===== src/rtl/master_port.sv =====
// Bit-serial bus initiator: one parallel request becomes an address/data stream to a slave port.
// Optional read-wait timeout is built when MASTER_TIMEOUT_EN is defined.
module master_port #(
  parameter int ADDR_WIDTH     = 16,
  parameter int DATA_WIDTH     = 8,
  parameter int TIMEOUT_CYCLES = 64
) (
  input  logic                  clk,
  input  logic                  rst,
  input  logic                  req_valid,
  output logic                  req_ready,
  input  logic                  req_mode,
  input  logic [ADDR_WIDTH-1:0] req_addr,
  input  logic [DATA_WIDTH-1:0] req_wdata,
  output logic                  resp_valid,
  output logic [DATA_WIDTH-1:0] resp_rdata,
  output logic                  resp_err,
  output logic                  wr_bus,
  output logic                  mode,
  output logic                  master_valid,
  output logic                  master_ready,
  input  logic                  rd_bus,
  input  logic                  slave_ready,
  input  logic                  slave_valid,
  input  logic                  split
);

  localparam int SW = ADDR_WIDTH + DATA_WIDTH;
  localparam int CW = $clog2(SW + 1);
  localparam logic [CW-1:0] ADDR_LAST = CW'(ADDR_WIDTH - 1);
  localparam logic [CW-1:0] DATA_LAST = CW'(DATA_WIDTH - 1);

  typedef enum logic [2:0] {IDLE, ADDR, WDATA, WPAD, RDATA, DONE} state_t;

  state_t                  state_reg, state_next;
  logic [SW-1:0]           shift_reg, shift_next;
  logic [DATA_WIDTH-1:0]   rx_reg, rx_next;
  logic [DATA_WIDTH-1:0]   rdata_reg, rdata_next;
  logic [DATA_WIDTH-1:0]   rx_shift;
  logic [CW-1:0]           cnt_reg, cnt_next;
  logic                    mode_reg, mode_next;
  logic                    timeout_hit;

  assign rx_shift = {rx_reg[DATA_WIDTH-2:0], rd_bus};

  always_comb begin
    state_next = state_reg;
    shift_next = shift_reg;
    rx_next    = rx_reg;
    rdata_next = rdata_reg;
    cnt_next   = cnt_reg;
    mode_next  = mode_reg;
    case (state_reg)
      IDLE: begin
        if (req_valid) begin
          shift_next = {req_addr, req_wdata};
          mode_next  = req_mode;
          rx_next    = '0;
          cnt_next   = '0;
          state_next = ADDR;
        end
      end
      ADDR: begin
        if (slave_ready) begin
          shift_next = shift_reg << 1;
          if (cnt_reg == ADDR_LAST) begin
            cnt_next   = '0;
            state_next = mode_reg ? WDATA : RDATA;
          end else begin
            cnt_next = cnt_reg + 1'b1;
          end
        end
      end
      WDATA: begin
        if (slave_ready) begin
          shift_next = shift_reg << 1;
          if (cnt_reg == DATA_LAST) begin
            cnt_next   = '0;
            state_next = WPAD;
          end else begin
            cnt_next = cnt_reg + 1'b1;
          end
        end
      end
      WPAD: begin
        if (slave_ready) begin
          cnt_next   = '0;
          state_next = DONE;
        end
      end
      RDATA: begin
        if (slave_valid) begin
          rx_next = rx_shift;
          if (cnt_reg == DATA_LAST) begin
            rdata_next = rx_shift;
            cnt_next   = '0;
            state_next = DONE;
          end else begin
            cnt_next = cnt_reg + 1'b1;
          end
        end else if (timeout_hit) begin
          cnt_next   = '0;
          state_next = DONE;
        end
      end
      DONE: begin
        cnt_next   = '0;
        state_next = IDLE;
      end
      default: state_next = IDLE;
    endcase
  end

  always_ff @(posedge clk) begin
    if (rst) begin
      state_reg <= IDLE;
      shift_reg <= '0;
      rx_reg    <= '0;
      rdata_reg <= '0;
      cnt_reg   <= '0;
      mode_reg  <= 1'b0;
    end else begin
      state_reg <= state_next;
      shift_reg <= shift_next;
      rx_reg    <= rx_next;
      rdata_reg <= rdata_next;
      cnt_reg   <= cnt_next;
      mode_reg  <= mode_next;
    end
  end

`ifdef MASTER_TIMEOUT_EN
  localparam int TW = $clog2(TIMEOUT_CYCLES + 1);
  localparam logic [TW-1:0] WAIT_LAST = TW'(TIMEOUT_CYCLES - 1);

  logic [TW-1:0] wait_reg;
  logic          err_reg;

  // Fires on the cycle the idle count would reach TIMEOUT_CYCLES; split freezes it.
  assign timeout_hit = (state_reg == RDATA) && !slave_valid && !split && (wait_reg == WAIT_LAST);

  always_ff @(posedge clk) begin
    if (rst) begin
      wait_reg <= '0;
      err_reg  <= 1'b0;
    end else begin
      if (state_reg != RDATA || slave_valid) begin
        wait_reg <= '0;
      end else if (!split) begin
        wait_reg <= wait_reg + 1'b1;
      end
      if (state_reg == IDLE) begin
        err_reg <= 1'b0;
      end else if (timeout_hit) begin
        err_reg <= 1'b1;
      end
    end
  end

  assign resp_err = err_reg && (state_reg == DONE);
`else
  logic unused_cfg;
  assign timeout_hit = 1'b0;
  assign resp_err    = 1'b0;
  assign unused_cfg  = split ^ (TIMEOUT_CYCLES > 0);
`endif

  assign req_ready    = (state_reg == IDLE);
  assign master_valid = (state_reg == ADDR) || (state_reg == WDATA) || (state_reg == WPAD);
  assign wr_bus       = ((state_reg == ADDR) || (state_reg == WDATA)) && shift_reg[SW-1];
  assign mode         = master_valid && mode_reg;
  assign master_ready = (state_reg == RDATA);
  assign resp_valid   = (state_reg == DONE);
  assign resp_rdata   = rdata_reg;

endmodule

===== config.mk =====
export PLATFORM = sky130hd
export DESIGN_NAME = master_port
export DESIGN_NICKNAME = d
export VERILOG_FILES = /design/src/rtl/master_port.sv
export SDC_FILE = /design/constraint.sdc
export NUM_CORES = 1
export LEC_CHECK = 0
export CAP_MARGIN = 20
export CORE_MARGIN = 2
export CORE_UTILIZATION = 50
export DETAILED_ROUTE_END_ITERATION = 7
export PLACE_DENSITY = 0.81
export SLEW_MARGIN = 10
export SYNTH_ARGS = -nofsm -noshare
export SYNTH_HDL_FRONTEND = slang
export SYNTH_SLANG_ARGS = --single-unit

===== constraint.sdc =====
create_clock -name clk -period 6.1 [get_ports clk]
set_clock_uncertainty 0.15 [all_clocks]
set_input_delay 1.83 -clock clk [delete_from_list [all_inputs] [get_ports clk]]
set_output_delay 1.83 -clock clk [all_outputs]
set_load 0.01 [all_outputs]

==> flow_summary.toml, run 1 <==
[timing]
max_freq_mhz = 237.1
post-route-period-util_pct = 69.13
rsz0062_at_grt = "false"
setup_tns_ps = 0
slew_violations = 0
slew_headroom_pct = 32.98
hold_viol = 0
setup_viol = 0
fin_crit_ps = 4217
fin_hold_ws_ps = 318.3
worst_pin_slew_ps = 999.4

[yosys]
syn_area_um2 = 2504
synth_ff_type = "dfxtp_1"
ys_ff_latch = 48
synthCells = 292
yosys_warnings = 0
yosys.area.top_type_share_pct = 38.38
post_synth_num_cell_types = 48
syn-num-nets = 327
netlist_top_cells_area = "dfxtp_1 (38%), a2111oi_0 (8.4%), a21oi_1 (7.4%)"
synth_area_leader_cell = "dfxtp_1"
syn_area_per_cell_um2 = 8.574
synth-seq-area-share_pct = 38.38
synth_edf_count = 0
ys_async_sr_fraction_pct = 0

[cells_and_area]
diodes = 0
largest_reg_flops = 24
nets = 352
drive_gt1_share_pct = 6.918
final_cell_count_no_fill = 385
n_fill_cell = 413
syn2layout_area_growth_pct = 21.69
fin_area_um2 = 3047
mostFrequentLayoutCells = "dfxtp_1 (47), clkdlybuf4s50_1 (44), a21oi_1 (37), nor3_1 (26)"
final_common_cell = "dfxtp_1"

[pwr]
p_sw_uw = 495.7
swShare_pct = 39.79
comb_power_share_pct = 45.3
p_seq_share_pct = 35.4
p_leak_nw = 1.058
max-vdd-ir-drop_mv = 0.2023
internal_power_uw = 750.0
power_density_nw_per_um2 = 408.9
p_clk_share_pct = 19.2

[floorplan]
die_area_um2 = 5589
fp.dieH_um = 74.76
coreArea_um2 = 4786
pin_count = 47
start_util_pct = 52.31
placementRows = 25
dieWidth_um = 74.76

[worst_setup_path]
required_ps = 4120
critPathCaptureType = "primary output"
crit_path_max_fanout = 15
cp-start-kind = "register"
arrival_ps = 2240
crit_type = "reg2out"

[detailed_routing]
drt_pass1_iterations = 5
wirelength_um = 5734
drc_errors = 0
drt.antenna.violating_nets = 0
wl_per_cell_um = 14.89
avgViaCountPerCell = 6.075
num_vias = 2339
drt_iter0_markers = 193

[global_routing]
top_usage_layer = "met2"
gr-usage-met3_pct = 5.489
grt_pass1_wl_um = 9515
grt_antenna_before_repair = 0
grt_max_degree = 70
grt_pass1_vias = 2141
gr-usage-met2_pct = 33.43
grtUsageTotal_pct = 21.70
overflow = 0
use_met1_pct = 29.93

[clocking]
post_cts_resized = 0
numCtsBuffers = 5
cts_tree = "done"
root_buffer = "clkbuf_8"
htreeDepth = 2
post_cts_buffers = 0
clkTransAtPathRegs_ps = 90
worstSkewPairLatency_ps = 300
holdBufCountCts = 0
clock_path_buffers = 2
cts.sinks = 48

[job]
cap_violations = 0

[placed_design]
gp_congestion = 0.8811
numPortBuffers = 44
dp_hpwl_um = 3621
dp_cells = 377
dpl_cell_area_um2 = 2925

[run_status]
status = "complete, no violations"

[hold_path]
hold_path_class = "reg2reg"
[through the flow]
stage | util [%] | setup slack [ps] | total power [mW]
floorplan | - | 2609 | 0.8778
global placement | 61.12 | 2031 | 0.9936
detailed placement | 61.12 | 2024 | 1.008
CTS | 63.66 | 1890 | 1.250
global route | 63.66 | 1733 | 1.345
finish | 63.66 | 1883 | 1.246
[cell type report]
type / instances / area, um2 / share of cell area, %
repair buffers: 48 / 470.5 / 15.44
clock inverters: 2 / 38.79 / 1.273
multi-input cells: 206 / 1379 / 45.26
clock buffers: 6 / 82.58 / 2.710
inverters: 8 / 30.03 / 0.9856
flip-flops and latches: 48 / 962.2 / 31.58
well taps: 67 / 83.83 / 2.752
[cell usage after synthesis (4+ instances only)]
cell type / n
nor3b_1: 24
nor2_1: 13
inv_1: 7
buf_2: 4
nand4_1: 15
nand2_1: 12
o21ai_0: 4
a21oi_1: 37
dfxtp_1: 48
nor3_1: 26
mux2i_1: 10
a2111oi_0: 24
clkbuf_1: 17
[critical path, stage by stage (launching register included)]
cell and delay (ps):
dfxtp_1 710, nor2_1 320, nor2_1 230, and2_1 150, clkdlybuf4s50_1 530
[power groups by stage]
| stage | Clock (mW) | Sequential, mW | Combinational, mW |
|---|---|---|---|
| 6_report | 0.240 | 0.441 | 0.565 |
| 5_1_grt | 0.262 | 0.449 | 0.633 |
| 4_1_cts | 0.246 | 0.439 | 0.565 |
| 3_5_place_dp | 0 | 0.446 | 0.563 |
| 3_3_place_gp | 0 | 0.442 | 0.552 |
| 2_1_floorplan | 0 | 0.421 | 0.457 |
[path summary, 6_finish.rpt]
kind / from / to / slack [ps] / depth (start not counted)
min: rx_reg[6] / rx_reg[6] / 320 / 2
min reg2reg: rx_reg[6] / rx_reg[6] / 320 / 2
max: state_reg[1] / mode / 1880 / 4
max reg2reg: state_reg[1] / shift_reg[5] / 3670 / 4
[metal layers]
metal | vias up | routed length, um
li1 | 1158 | -
met1 | 1116 | 2714
met2 | 54 | 2683
met3 | 11 | 257
met4 | 0 | 78
met5 | - | 0
[cell families (layout without fill, tap and decap cells)]
| group | after synthesis | in the layout | share of synthesized area (%) |
|---|---|---|---|
| buffers and inverters | 38 | 64 | 7.096 |
| multiplexers | 11 | 11 | 4.448 |
| AO/OA/AOI/OAI | 83 | 83 | 22.59 |
| XOR/XNOR | 2 | 2 | 0.6998 |
| AND/OR/NAND/NOR | 106 | 106 | 25.14 |
| other | 1 | 1 | 0.1498 |
| flip-flops | 48 | 48 | 38.38 |
| adder cells (fa/ha/maj) | 3 | 3 | 1.499 |
Note: power is estimated with default switching activity, not from simulation.
==> run 2: changes to the inputs <==
--- a/config.mk
+++ b/config.mk
@@ -7,9 +7,9 @@
 export LEC_CHECK = 0
 export CAP_MARGIN = 20
 export CORE_MARGIN = 2
-export CORE_UTILIZATION = 50
+export CORE_UTILIZATION = 47
 export DETAILED_ROUTE_END_ITERATION = 7
-export PLACE_DENSITY = 0.81
+export PLACE_DENSITY = 0.8
 export SLEW_MARGIN = 10
 export SYNTH_ARGS = -nofsm -noshare
 export SYNTH_HDL_FRONTEND = slang
==> constraint.sdc (replaced) <==
create_clock -name clk -period 3.8 [get_ports clk]
set_clock_uncertainty 0.15 [all_clocks]
set_input_delay 1.14 -clock clk [delete_from_list [all_inputs] [get_ports clk]]
set_output_delay 1.14 -clock clk [all_outputs]
set_load 0.01 [all_outputs]
==> flow_summary.toml, run 2 (synthesized netlist as in run 1, its figures left out) <==
[timing]
fin_ws_ps = 416.9
fin_crit_ps = 3383
slew_violations = 0
slew_headroom_pct = 55.98
rsz0062_at_grt = "false"
hold_viol = 0
setup_tns_ps = 0
setup_viol = 0
max_freq_mhz = 295.6
post-route-period-util_pct = 89.03
worst_pin_slew_ps = 658.2

[global_routing]
overflow = 0
grt_pass1_vias = 2144
grt_antenna_before_repair = 0
grt_pass1_wl_um = 9777
grtUsageTotal_pct = 20.03
grt_max_degree = 59

[worst_setup_path]
cpLargestDelayFamily = "flip-flops"
worst_path_max_delay_cell = "dfxtp_1"
critPathMaxStageDelay_ps = 720
crit_end = "mode"
r2r_slack_ps = 1510
critPathMostFrequentCell = "nor2_1"
r2r_end = "cnt_reg[0]"
crit_path_start = "state_reg[1]"
cp-start-kind = "register"
critPathCaptureType = "primary output"
path_buf_inv = 2
crit_type = "reg2out"
crit_path_max_fanout = 15
r2r_cells = 8
reg2reg_from = "cnt_reg[0]"
arrival_ps = 2090
crit_path_cell_trace = "nor2_1, buf_4, nor2_1, and2_1, clkdlybuf4s50_1"
path_depth = 5
required_ps = 2510

[clocking]
numCtsBuffers = 5
clkTransAtPathRegs_ps = 80
post_cts_resized = 0
htreeDepth = 2
holdBufCountCts = 0
root_buffer = "clkbuf_8"
cts.sinks = 48
post_cts_buffers = 0
worstSkewPairLatency_ps = 300
cts_tree = "done"
clock_path_buffers = 2

[floorplan]
dieWidth_um = 76.99
pin_count = 47
start_util_pct = 48.71
die_area_um2 = 5927
fp.dieH_um = 76.99
placementRows = 26
coreArea_um2 = 5140

[detailed_routing]
drt_pass1_iterations = 4
num_vias = 2336
avgViaCountPerCell = 5.974
wirelength_um = 5985
drc_errors = 0
drt.antenna.violating_nets = 0
wl_per_cell_um = 15.31
drt_iter0_markers = 162

[cells_and_area]
syn2layout_area_growth_pct = 21.79
mostFrequentLayoutCells = "dfxtp_1 (47), clkdlybuf4s50_1 (44), a21oi_1 (37), nor3_1 (26)"
largest_reg_flops = 24
drive_gt1_share_pct = 7.477
nets = 356
diodes = 0
final_common_cell = "dfxtp_1"

[run_status]
status = "complete, no violations"

[placed_design]
preCtsSetupSlack_ps = 580.6
gp_congestion = 0.8466
numPortBuffers = 44
dp_hpwl_um = 3820

[pwr]
p_leak_nw = 1.063
p_total_mw = 1.955
max-vdd-ir-drop_mv = 0.3538
power_density_nw_per_um2 = 641.2

[job]
cap_violations = 0

[hold_path]
hold_path_class = "reg2reg"
[run 2: layer usage]
metal  global-route usage [%]  routed length (um)  up-vias
li1                         -                   -     1166
met1                    25.31                2778     1108
met2                    33.42                2866       53
met3                    3.765                 250        9
met4                    8.571                  90        0
met5                        0                   0        -
[run 2: worst min path at each step]
| stage | startpoint | end | depth (start not counted) |
|---|---|---|---|
| after floorplan | rx_reg[6] | rx_reg[6] | 2 |
| after global placement | rx_reg[6] | rx_reg[6] | 2 |
| after detailed placement | rx_reg[6] | rx_reg[6] | 2 |
| after CTS | rx_reg[6] | rx_reg[6] | 2 |
| after global routing | rx_reg[6] | rx_reg[6] | 2 |
| final | rx_reg[6] | rx_reg[6] | 2 |
[run 2: power by group]
group | total, mW | internal [mW] | leakage (nW) | switching (mW)
registers | 0.715 | 0.622 | 0.394 | 0.0930
logic | 0.916 | 0.382 | 0.619 | 0.535
clock network | 0.323 | 0.162 | 0.0503 | 0.161
[run 2: metrics by stage]
stage                     cells  cell area (um2)  util, %  hold WS, ps
final                       391             3049    59.32        319.8
after floorplan             292             2504        -        281.3
after global routing        391             3049    59.32        360.9
after CTS                   391             3049    59.32        314.3
after global placement      384             2953    57.45        293.2
after detailed placement    384             2953    57.45        300.4
[run 2: layout make-up]
| class | instances | area [um2] |
|---|---|---|
| timing repair buffer | 52 | 500.5 |
| clock buffer | 7 | 96.34 |
| multi-input combinational | 206 | 1373 |
| sequential | 48 | 962.2 |
| inverter | 8 | 30.03 |
| fill | 485 | 2091 |
| tap | 70 | 87.58 |
[run 2: tightest hold or removal path, stage by stage, from the launching register on]
cell	delay (ps)
dfxtp_1	320
nand2_1	50
a21oi_1	50
==> run 3: changes to the inputs <==
--- a/config.mk
+++ b/config.mk
@@ -9,7 +9,7 @@
 export CORE_MARGIN = 2
 export CORE_UTILIZATION = 47
 export DETAILED_ROUTE_END_ITERATION = 7
-export PLACE_DENSITY = 0.8
+export PLACE_DENSITY = 0.76
 export SLEW_MARGIN = 10
 export SYNTH_ARGS = -nofsm -noshare
 export SYNTH_HDL_FRONTEND = slang
==> flow_summary.toml, run 3 (synthesized netlist as in run 1, its figures left out) <==
[placed_design]
numPortBuffers = 44
gp_congestion = 0.8896
dp_hpwl_um = 3890
dp_cells = 386
dpl_cell_area_um2 = 2968

[clocking]
holdBufCountCts = 0
htreeDepth = 2
worstSkewPairLatency_ps = 300
cts.sinks = 48
post_cts_resized = 0
clkTransAtPathRegs_ps = 80
numCtsBuffers = 5
clock_path_buffers = 2
cts_tree = "done"
root_buffer = "clkbuf_8"
post_cts_buffers = 0

[worst_setup_path]
worst_path_max_delay_cell = "dfxtp_1"
cp-start-kind = "register"
path_buf_inv = 2
critPathCaptureType = "primary output"
arrival_ps = 2110
critPathMaxStageDelay_ps = 710
crit_type = "reg2out"
r2r_slack_ps = 1300
crit_path_max_fanout = 15
crit_path_cell_trace = "nor2_1, buf_4, nor2_1, and2_1, clkdlybuf4s50_1"
required_ps = 2510
critPathMostFrequentCell = "nor2_1"
path_depth = 5
cpLargestDelayFamily = "buffers and inverters"
r2r_cells = 5

[pwr]
max-vdd-ir-drop_mv = 0.2953
p_sw_uw = 791.5
power_density_nw_per_um2 = 632.9
p_leak_nw = 1.063
p_total_mw = 1.927
swShare_pct = 41.06
internal_power_mw = 1.136
p_seq_share_pct = 37.4
p_clk_share_pct = 15.0
comb_power_share_pct = 47.6

[timing]
post-route-period-util_pct = 89.53
slew_violations = 0
setup_viol = 0
slew_headroom_pct = 59.73
rsz0062_at_grt = "false"
max_freq_mhz = 293.9
setup_tns_ps = 0
fin_crit_ps = 3402
worst_pin_slew_ps = 603.2
hold_viol = 0

[cells_and_area]
fin_area_um2 = 3045
mostFrequentLayoutCells = "dfxtp_1 (47), clkdlybuf4s50_1 (44), a21oi_1 (37), nor3_1 (26)"
final_common_cell = "dfxtp_1"
n_fill_cell = 494
final_cell_count_no_fill = 393
diodes = 0
largest_reg_flops = 24
drive_gt1_share_pct = 7.740
syn2layout_area_growth_pct = 21.64
nets = 358
final_util_pct = 59.25

[detailed_routing]
wirelength_um = 5940
num_vias = 2327
drt_pass1_iterations = 4
drt_iter0_markers = 141
drc_errors = 0
wl_per_cell_um = 15.11
avgViaCountPerCell = 5.921
drt.antenna.violating_nets = 0

[global_routing]
grt_max_degree = 52
grt_pass1_wl_um = 9501
grt_pass1_vias = 2040
grtUsageTotal_pct = 19.75
grt_antenna_before_repair = 0
overflow = 0

[floorplan]
placementRows = 26
die_area_um2 = 5927
start_util_pct = 48.71
pin_count = 47
coreArea_um2 = 5140
fp.dieH_um = 76.99
dieWidth_um = 76.99

[job]
cap_violations = 0

[run_status]
status = "complete, no violations"

[hold_path]
hold_depth = 2
hold_path_class = "reg2reg"
## run 3: changes by cell type in the layout (fill, tap and decap cells not counted)
| cell | previous run | this run |
|---|---|---|
| clkinv_2 | 0 | 1 |
| clkbuf_1 | 0 | 1 |
| buf_4 | 8 | 10 |
| clkbuf_8 | 7 | 5 |
## run 3: path summary, 6_finish.rpt
path,startpoint,endpoint
setup / recovery,state_reg[1],mode
hold / removal,rx_reg[6],rx_reg[6]
setup reg to reg,state_reg[2],cnt_reg[0]
hold reg to reg,rx_reg[6],rx_reg[6]
## run 3: cell type report
class | count | area (um2) | share of cell area [%]
clock buffers | 6 | 72.57 | 2.383
flip-flops and latches | 48 | 962.2 | 31.59
well taps | 70 | 87.58 | 2.876
repair buffers | 54 | 515.5 | 16.93
multi-input cells | 206 | 1373 | 45.07
clock inverters | 1 | 5.005 | 0.1643
inverters | 8 | 30.03 | 0.9860
## run 3: layer usage
metal	vias up	track usage (%)	routed length (um)
met3	9	3.765	290
li1	1164	-	-
met2	58	31.14	2758
met5	-	0	0
met4	0	8.929	110
met1	1096	26.25	2781
## run 3: worst register-to-register path, cell delays in order (launching register included)
cell and delay (ps):
dfxtp_2 590, buf_4 500, nor2_2 120, a211o_1 400
or4_1 530, a21oi_1 150
## run 3: power groups by stage
stage	clock, mW	combinational [mW]	sequential (mW)
detailed placement	0	0.913	0.730
global placement	0	0.897	0.726
CTS	0.297	0.917	0.719
global route	0.316	1.01	0.737
floorplan	0	0.734	0.675
finish	0.288	0.918	0.721
## run 3: stage by stage
| step | hold slack, ps | setup WS [ps] |
|---|---|---|
| floorplan | 281.3 | 998.7 |
| global placement | 294.5 | 647.8 |
| detailed placement | 312.9 | 567.3 |
| CTS | 323.8 | 406.3 |
| global route | 352.3 | 269.4 |
| finish | 322.3 | 397.8 |
